[src/rtl/drive_cmd_scheduler_pkg.sv]
// Shared types and helpers for the drive command scheduler.
package drive_cmd_scheduler_pkg;

  typedef enum logic [2:0] {
    CMD_STOP       = 3'd0,
    CMD_TURN_LEFT  = 3'd1,
    CMD_LEFT       = 3'd2,
    CMD_STRAIGHT   = 3'd3,
    CMD_RIGHT      = 3'd4,
    CMD_TURN_RIGHT = 3'd5
  } drive_cmd_t;

  typedef enum logic [1:0] {
    SRC_AUTO   = 2'd0,
    SRC_MANUAL = 2'd1,
    SRC_ESTOP  = 2'd2
  } src_t;

  typedef enum logic [1:0] {
    ST_HOLD  = 2'd0,
    ST_ISSUE = 2'd1,
    ST_BRAKE = 2'd2
  } sched_state_t;

  // Raw 3-bit code to command; undefined codes 6/7 collapse to Stop.
  function automatic drive_cmd_t norm_cmd(input logic [2:0] c);
    return (c > 3'd5) ? CMD_STOP : drive_cmd_t'(c);
  endfunction

  function automatic logic is_left_fam(input drive_cmd_t c);
    return (c == CMD_TURN_LEFT) || (c == CMD_LEFT);
  endfunction

  function automatic logic is_right_fam(input drive_cmd_t c);
    return (c == CMD_RIGHT) || (c == CMD_TURN_RIGHT);
  endfunction

  // True when moving from a to b flips the turning direction.
  function automatic logic is_reversal(input drive_cmd_t a, input drive_cmd_t b);
    return (is_left_fam(a) && is_right_fam(b)) || (is_right_fam(a) && is_left_fam(b));
  endfunction

endpackage

[src/rtl/drive_cmd_scheduler_if.sv]
// Command-source inputs, downstream valid/ready link and status outputs.
interface drive_cmd_scheduler_if;

  logic [2:0] auto_cmd;
  logic       auto_valid;
  logic [2:0] manual_cmd;
  logic       manual_valid;
  logic       estop;
  logic [2:0] out_cmd;
  logic       out_valid;
  logic       out_ready;
  logic [1:0] active_src;
  logic       busy;

  modport master (
    output auto_cmd, auto_valid, manual_cmd, manual_valid, estop, out_ready,
    input  out_cmd, out_valid, active_src, busy
  );

  modport slave (
    input  auto_cmd, auto_valid, manual_cmd, manual_valid, estop, out_ready,
    output out_cmd, out_valid, active_src, busy
  );

endinterface

[src/rtl/drive_cmd_scheduler_sched_timer.sv]
// Saturating up-counter with synchronous load; done while parked at LIMIT.
module drive_cmd_scheduler_sched_timer #(
  parameter int unsigned LIMIT   = 8,
  parameter int unsigned RST_VAL = 0,
  parameter int unsigned W       = $clog2(LIMIT + 1)
) (
  input  logic         clk,
  input  logic         reset,
  input  logic         load_i,
  input  logic [W-1:0] load_val_i,
  input  logic         en_i,
  output logic         done_o
);

  logic [W-1:0] cnt_q;
  logic [W-1:0] cnt_d;

  // Load wins over counting; counting stops at LIMIT.
  always_comb begin
    cnt_d = cnt_q;
    if (load_i) begin
      cnt_d = load_val_i;
    end else if (en_i && (cnt_q != W'(LIMIT))) begin
      cnt_d = cnt_q + W'(1);
    end
  end

  // Counter register.
  always_ff @(posedge clk) begin
    if (reset) begin
      cnt_q <= W'(RST_VAL);
    end else begin
      cnt_q <= cnt_d;
    end
  end

  assign done_o = (cnt_q == W'(LIMIT));

endmodule

[src/rtl/drive_cmd_scheduler.sv]
// Arbitrates estop / manual / autonomous drive commands, enforces dwell,
// inserts a braked Stop on left<->right reversal, and offers commands downstream.
module drive_cmd_scheduler
  import drive_cmd_scheduler_pkg::*;
#(
  parameter int unsigned MIN_HOLD       = 5_000_000,
  parameter int unsigned BRAKE_TIME     = 2_500_000,
  parameter int unsigned MANUAL_TIMEOUT = 50_000_000
) (
  input logic                 clk,
  input logic                 reset,
  drive_cmd_scheduler_if.slave bus
);

  localparam int unsigned HOLD_W = $clog2(MIN_HOLD + 1);
  localparam int unsigned BRK_W  = $clog2(BRAKE_TIME + 1);
  localparam int unsigned MAN_W  = $clog2(MANUAL_TIMEOUT + 1);

  sched_state_t state_q;
  drive_cmd_t   cur_cmd_q;
  drive_cmd_t   pend_cmd_q;
  drive_cmd_t   man_cmd_q;
  logic         rev_q;
  logic         out_valid_q;

  drive_cmd_t   cand_c;
  src_t         src_c;
  logic         man_active_c;
  logic         take_c;
  logic         handshake_c;
  logic         brk_exit_c;

  logic              hold_done;
  logic              brk_done;
  logic              man_expired;
  logic              hold_load;
  logic [HOLD_W-1:0] hold_load_val;

  // Hold dwell: restarts on handshake, forced expired when a brake finishes.
  assign hold_load     = handshake_c || brk_exit_c;
  assign hold_load_val = brk_exit_c ? HOLD_W'(MIN_HOLD) : '0;

  drive_cmd_scheduler_sched_timer #(
    .LIMIT   (MIN_HOLD),
    .RST_VAL (MIN_HOLD),
    .W       (HOLD_W)
  ) u_hold_timer (
    .clk        (clk),
    .reset      (reset),
    .load_i     (hold_load),
    .load_val_i (hold_load_val),
    .en_i       (state_q == ST_HOLD),
    .done_o     (hold_done)
  );

  // Brake dwell: counts 0..BRAKE_TIME-1, i.e. BRAKE_TIME cycles in BRAKE.
  drive_cmd_scheduler_sched_timer #(
    .LIMIT   (BRAKE_TIME - 1),
    .RST_VAL (0),
    .W       (BRK_W)
  ) u_brk_timer (
    .clk        (clk),
    .reset      (reset),
    .load_i     (handshake_c && rev_q),
    .load_val_i ('0),
    .en_i       (state_q == ST_BRAKE),
    .done_o     (brk_done)
  );

  // Manual priority window as elapsed time since the last IR strobe;
  // parked at the limit (expired) out of reset.
  drive_cmd_scheduler_sched_timer #(
    .LIMIT   (MANUAL_TIMEOUT),
    .RST_VAL (MANUAL_TIMEOUT),
    .W       (MAN_W)
  ) u_man_timer (
    .clk        (clk),
    .reset      (reset),
    .load_i     (bus.manual_valid),
    .load_val_i ('0),
    .en_i       (1'b1),
    .done_o     (man_expired)
  );

  assign man_active_c = !man_expired;

  // Source arbitration: estop, then live manual, then autonomous (Stop when invalid).
  always_comb begin
    src_c  = SRC_AUTO;
    cand_c = CMD_STOP;
    if (bus.estop) begin
      src_c  = SRC_ESTOP;
      cand_c = CMD_STOP;
    end else if (man_active_c) begin
      src_c  = SRC_MANUAL;
      cand_c = man_cmd_q;
    end else if (bus.auto_valid) begin
      cand_c = norm_cmd(bus.auto_cmd);
    end
  end

  // Transition qualifiers shared by the FSM and timers.
  assign take_c      = (state_q == ST_HOLD) && (cand_c != cur_cmd_q) &&
                       ((cand_c == CMD_STOP) || hold_done);
  assign handshake_c = (state_q == ST_ISSUE) && bus.out_ready;
  assign brk_exit_c  = (state_q == ST_BRAKE) && brk_done;

  // Manual command latch; updates even while estop overrides selection.
  always_ff @(posedge clk) begin
    if (reset) begin
      man_cmd_q <= CMD_STOP;
    end else if (bus.manual_valid) begin
      man_cmd_q <= norm_cmd(bus.manual_cmd);
    end
  end

  // Scheduler FSM with registered offer.
  always_ff @(posedge clk) begin
    if (reset) begin
      state_q     <= ST_HOLD;
      cur_cmd_q   <= CMD_STOP;
      pend_cmd_q  <= CMD_STOP;
      rev_q       <= 1'b0;
      out_valid_q <= 1'b0;
    end else begin
      case (state_q)
        ST_HOLD: begin
          if (take_c) begin
            rev_q       <= is_reversal(cur_cmd_q, cand_c);
            pend_cmd_q  <= is_reversal(cur_cmd_q, cand_c) ? CMD_STOP : cand_c;
            out_valid_q <= 1'b1;
            state_q     <= ST_ISSUE;
          end
        end
        ST_ISSUE: begin
          if (bus.out_ready) begin
            cur_cmd_q   <= pend_cmd_q;
            out_valid_q <= 1'b0;
            state_q     <= rev_q ? ST_BRAKE : ST_HOLD;
          end
        end
        ST_BRAKE: begin
          if (brk_done) begin
            state_q <= ST_HOLD;
          end
        end
        default: begin
          state_q     <= ST_HOLD;
          out_valid_q <= 1'b0;
        end
      endcase
    end
  end

  assign bus.out_cmd    = pend_cmd_q;
  assign bus.out_valid  = out_valid_q;
  assign bus.active_src = src_c;
  assign bus.busy       = (state_q != ST_HOLD);

endmodule

[src/flat_wrapper.sv]
// flat-port wrapper written by rule: the top's interface ports become plain ports
module drive_cmd_scheduler_flat import drive_cmd_scheduler_pkg::*;
#(
  parameter int unsigned MIN_HOLD       = 5_000_000,
  parameter int unsigned BRAKE_TIME     = 2_500_000,
  parameter int unsigned MANUAL_TIMEOUT = 50_000_000
)
  (clk, reset, bus_auto_cmd, bus_auto_valid, bus_manual_cmd, bus_manual_valid, bus_estop, bus_out_ready, bus_out_cmd, bus_out_valid, bus_active_src, bus_busy);
  drive_cmd_scheduler_if bus_i ();
  input logic clk;
  input logic reset;
  input wire logic [$bits(bus_i.auto_cmd)-1:0] bus_auto_cmd;
  input wire logic [$bits(bus_i.auto_valid)-1:0] bus_auto_valid;
  input wire logic [$bits(bus_i.manual_cmd)-1:0] bus_manual_cmd;
  input wire logic [$bits(bus_i.manual_valid)-1:0] bus_manual_valid;
  input wire logic [$bits(bus_i.estop)-1:0] bus_estop;
  input wire logic [$bits(bus_i.out_ready)-1:0] bus_out_ready;
  output wire logic [$bits(bus_i.out_cmd)-1:0] bus_out_cmd;
  output wire logic [$bits(bus_i.out_valid)-1:0] bus_out_valid;
  output wire logic [$bits(bus_i.active_src)-1:0] bus_active_src;
  output wire logic [$bits(bus_i.busy)-1:0] bus_busy;
  assign bus_i.auto_cmd = bus_auto_cmd;
  assign bus_i.auto_valid = bus_auto_valid;
  assign bus_i.manual_cmd = bus_manual_cmd;
  assign bus_i.manual_valid = bus_manual_valid;
  assign bus_i.estop = bus_estop;
  assign bus_i.out_ready = bus_out_ready;
  assign bus_out_cmd = bus_i.out_cmd;
  assign bus_out_valid = bus_i.out_valid;
  assign bus_active_src = bus_i.active_src;
  assign bus_busy = bus_i.busy;
  drive_cmd_scheduler #(.MIN_HOLD(MIN_HOLD), .BRAKE_TIME(BRAKE_TIME), .MANUAL_TIMEOUT(MANUAL_TIMEOUT)) u_core (.clk(clk), .reset(reset), .bus(bus_i));
endmodule
[config.mk]
export PLATFORM = sky130hd
export DESIGN_NAME = drive_cmd_scheduler_flat
export DESIGN_NICKNAME = d
export VERILOG_FILES = /design/src/rtl/drive_cmd_scheduler_pkg.sv /design/src/rtl/drive_cmd_scheduler_if.sv /design/src/rtl/drive_cmd_scheduler_sched_timer.sv /design/src/rtl/drive_cmd_scheduler.sv /design/src/flat_wrapper.sv
export SDC_FILE = /design/constraint.sdc
export NUM_CORES = 1
export LEC_CHECK = 0
export ABC_AREA = 1
export BUFFER_PORTS_ARGS = -buffer_cell sky130_fd_sc_hd__buf_2
export CORE_AREA = 8 8 108 110
export CTS_BUF_LIST = sky130_fd_sc_hd__clkbuf_16
export DETAILED_ROUTE_END_ITERATION = 6
export DIE_AREA = 0 0 116 118
export GPL_TIMING_DRIVEN = 0
export PLACE_DENSITY = 0.76
export SLEW_MARGIN = 0
export SYNTH_ARGS = -nofsm -noshare
export SYNTH_HDL_FRONTEND = slang
export SYNTH_SLANG_ARGS = --single-unit
[constraint.sdc]
create_clock -name clk -period 2.1 [get_ports clk]
set_clock_uncertainty 0.2 [all_clocks]
set_input_delay 0.21 -clock clk [delete_from_list [all_inputs] [get_ports clk]]
set_output_delay 0.21 -clock clk [all_outputs]
set_load 0.02 [all_outputs]
==> impl_metrics.env <==
export IMPL_syn_area_per_cell_um2=6.66
export IMPL_grt_max_degree=14
export IMPL_violations="setup timing"
export IMPL_post_dp_hpwl_um=8750
export IMPL_critPathArrivalTime_ns=2.29
export IMPL_hold_violations=0
export IMPL_busiest_layer="met2"
export IMPL_routed_via_density=5.40
export IMPL_fin_tns_setup_ns=-0.803
export IMPL_die_y_um=118
export IMPL_min_delay_start="bus_out_ready"
export IMPL_cts_buffers=9
export IMPL_ys_seq_area_frac=0.361
export IMPL_drt_iter0_markers=362
export IMPL_track_usage=0.185
export IMPL_cts_root_buffer="clkbuf_16"
export IMPL_regArea_um2=1710
export IMPL_path_class="flip-flop to flip-flop"
export IMPL_hold_depth=4
export IMPL_rsz0062_at_grt="yes"
export IMPL_vias=4890
export IMPL_drc=0
export IMPL_use_met2=0.298
export IMPL_dieArea_um2=13700
export IMPL_ctsHtreeMaxLevel=3
export IMPL_multi_input_area_um2=3010
export IMPL_cts_max_path_buffers=2
export IMPL_status="finished with violations"
export IMPL_cts_clk_slew_worst_paths_ns=0.06
export IMPL_fmax_ghz=0.452
export IMPL_r2r_start="u_core.u_man_timer.cnt_q[10]"
export IMPL_cts_tree="done"
export IMPL_num_rows=37
export IMPL_final_min_clock_period_ns=2.21
export IMPL_synth_nets=717
export IMPL_areaGrowthSynthToFinish_pct=29.3
export IMPL_synth_largest_area_cell="dfxtp_1"
export IMPL_mostFrequentLayoutCells="nand2_1 (125), inv_1 (80), nor2_1 (74)"
export IMPL_path_max_fanout=5
export IMPL_synth_distinct_cells=39
export IMPL_async_reset_ff_frac=0
export IMPL_endpoint_kind="flip-flop"
export IMPL_initial_core_util=0.466
export IMPL_core_area_um2=10000
export IMPL_leakagePower_nw=2.32
export IMPL_final_common_cell="nand2_1"
export IMPL_overflow=0
export IMPL_cp_required_ns=2.18
export IMPL_synth_top_flop_cell="dfxtp_1"
export IMPL_slew_viol_final=0
export IMPL_cts_sinks=84
export IMPL_port_buffers=18
export IMPL_p_per_area_nw_per_um2=878
export IMPL_yosys_warnings=0
export IMPL_insertedDiodeCount=0
export IMPL_finalWorstSetupSlack_ns=-0.113
export IMPL_reg2reg_to="u_core.bus.out_cmd[1]"
export IMPL_nNetsFinal=783
export IMPL_first_pass_iters=4
export IMPL_synth_top_area_share=0.361
export IMPL_drt_total_wl_um=12900
export IMPL_drive_above_1_share=0.261
export IMPL_antenna_found_initial=0
export IMPL_worstSkewPairLatency_ns=0.35
export IMPL_worst_pin_slew_ns=0.609
export IMPL_synth_area_um2=4660
export IMPL_io_pins=19
export IMPL_finalSetupViolations=14
export IMPL_maxSlewHeadroom=0.590
export IMPL_grt_pass1_wl_um=20800
export IMPL_grt_pass1_vias=4611
export IMPL_die_x_um=116
export IMPL_wl_per_cell_um=14.2
export IMPL_synth_edf_count=0
export IMPL_globalRouteMet3Util=0.0375
export IMPL_r2r_setup_slack_ns=-0.11
export IMPL_rr_worst_depth=15
export IMPL_hold_end="u_core.state_q[0]"
export IMPL_grt_use_met1=0.225
export IMPL_start_kind="flip-flop"
export IMPL_period_share=1.05
export IMPL_syn_inst=700
export IMPL_synth_area_top_cells="dfxtp_1 (36%), nand2_1 (12%), nor2_1 (7.3%)"
export IMPL_gp_congestion=0.920
export IMPL_max_cap_viol_count=0
export IMPL_fillCellCount=899
export IMPL_post_place_ws_ns=-0.444
export IMPL_vdd_ir_drop_max_mv=0.554
export IMPL_hold_path_class="primary input to flip-flop"
export IMPL_ys_ff_latch=84
export IMPL_antenna_left=0
[metrics by stage]
stage	hold WS, ns	instances	cell area [um2]	utilization	total power [mW]
final	0.00360	906	6030	0.603	5.30
after global routing	0.0175	906	6030	0.603	5.56
after CTS	0.00518	893	5640	0.564	4.83
after detailed placement	0.262	854	4920	0.492	3.01
after global placement	0.247	854	4920	0.492	2.98
after floorplan	0.112	700	4660	-	2.71
[state kept, by name (all words and copies together), names as in the netlist]
| signal | count |
|---|---|
| u_core.u_man_timer.cnt_q | 26 |
| u_core.u_hold_timer.cnt_q | 23 |
| u_core.u_brk_timer.cnt_q | 22 |
| u_core.bus.out_cmd | 3 |
| u_core.cur_cmd_q | 3 |
| u_core.man_cmd_q | 3 |
| u_core.state_q | 2 |
| u_core.bus.out_valid | 1 |
| u_core.rev_q | 1 |
[what timing repair did]
action	4_1_cts	5_1_grt
cloned	1	1
setup buffers	18	13
hold buffers	5	0
gates resized for setup	61	83
pin swaps	25	38
setup endpoints to repair	55	61
hold endpoints to repair	4	0
[worst max-delay path, stage by stage, from the launching register on]
cell and delay (ns):
dfxtp_1 0.36, inv_1 0.11, nand2_1 0.07, nor2_1 0.16, nand2_2 0.08, nor2_4 0.19
nand2_4 0.12, nand2_4 0.11, nand3_4 0.09, nand2_2 0.09, nand2_2 0.06, nor2_4 0.15
nand2_2 0.08, nand2_4 0.11, nand2_2 0.05, a21oi_2 0.13
[power by group]
part	leakage (nW)	switching, mW	total (mW)	internal [mW]
Sequential	0.689	0.178	1.93	1.75
Combinational	1.48	0.953	1.70	0.744
Clock	0.154	0.645	1.67	1.03
[cells by family after synthesis]
kind of cell    count (synthesis)  share of synthesized area
simple gates                  372                      0.366
compound gates                116                      0.138
buf+inv                       104                     0.0858
flops                          84                      0.361
xor+xnor                       19                     0.0357
fa+ha+maj                       5                     0.0134
[cell type report]
class | instances | area share
plain buffers | 11 | 0.0122
well taps | 136 | 0.0282
multi-input cells | 512 | 0.499
flip-flops and latches | 84 | 0.284
inverters | 93 | 0.0587
clock buffers | 9 | 0.0373
clock inverters | 6 | 0.0135
repair buffers | 55 | 0.0666
[how the worst max path moves through the flow]
stage | startpoint | endpoint | cells after the start
CTS | u_core.u_man_timer.cnt_q[1] | u_core.bus.out_cmd[1] | 13
detailed placement | u_core.u_brk_timer.cnt_q[0] | u_core.u_hold_timer.cnt_q[16] | 10
global placement | u_core.u_brk_timer.cnt_q[0] | u_core.u_hold_timer.cnt_q[1] | 10
floorplan | u_core.u_brk_timer.cnt_q[0] | u_core.u_hold_timer.cnt_q[5] | 13
finish | u_core.u_man_timer.cnt_q[10] | u_core.bus.out_cmd[1] | 15
global route | u_core.u_man_timer.cnt_q[18] | u_core.bus.out_cmd[1] | 15
[synthesized netlist by cell type, types with 4 or more instances]
| library cell | number |
|---|---|
| ha_1 | 5 |
| clkbuf_1 | 7 |
| nor2_1 | 91 |
| xor2_1 | 14 |
| a21oi_2 | 4 |
| xnor2_1 | 5 |
| nand2_2 | 11 |
| nand3_1 | 51 |
| nand4_1 | 19 |
| o21ai_1 | 6 |
| o21ai_0 | 39 |
| inv_1 | 87 |
| a21oi_1 | 48 |
| nor4_1 | 14 |
| dfxtp_1 | 84 |
| inv_2 | 6 |
| nand2_1 | 144 |
| nor2_4 | 5 |
| nor2_2 | 6 |
| o211ai_1 | 5 |
| nor3_1 | 16 |
[per-layer routing]
layer,part of all wire,up-vias,wire [um]
li1,-,2447,-
met1,0.44,2259,5590
met2,0.48,154,6150
met3,0.058,30,742
met4,0.029,0,368
met5,0,-,0
(Power assumes the default switching activity.)
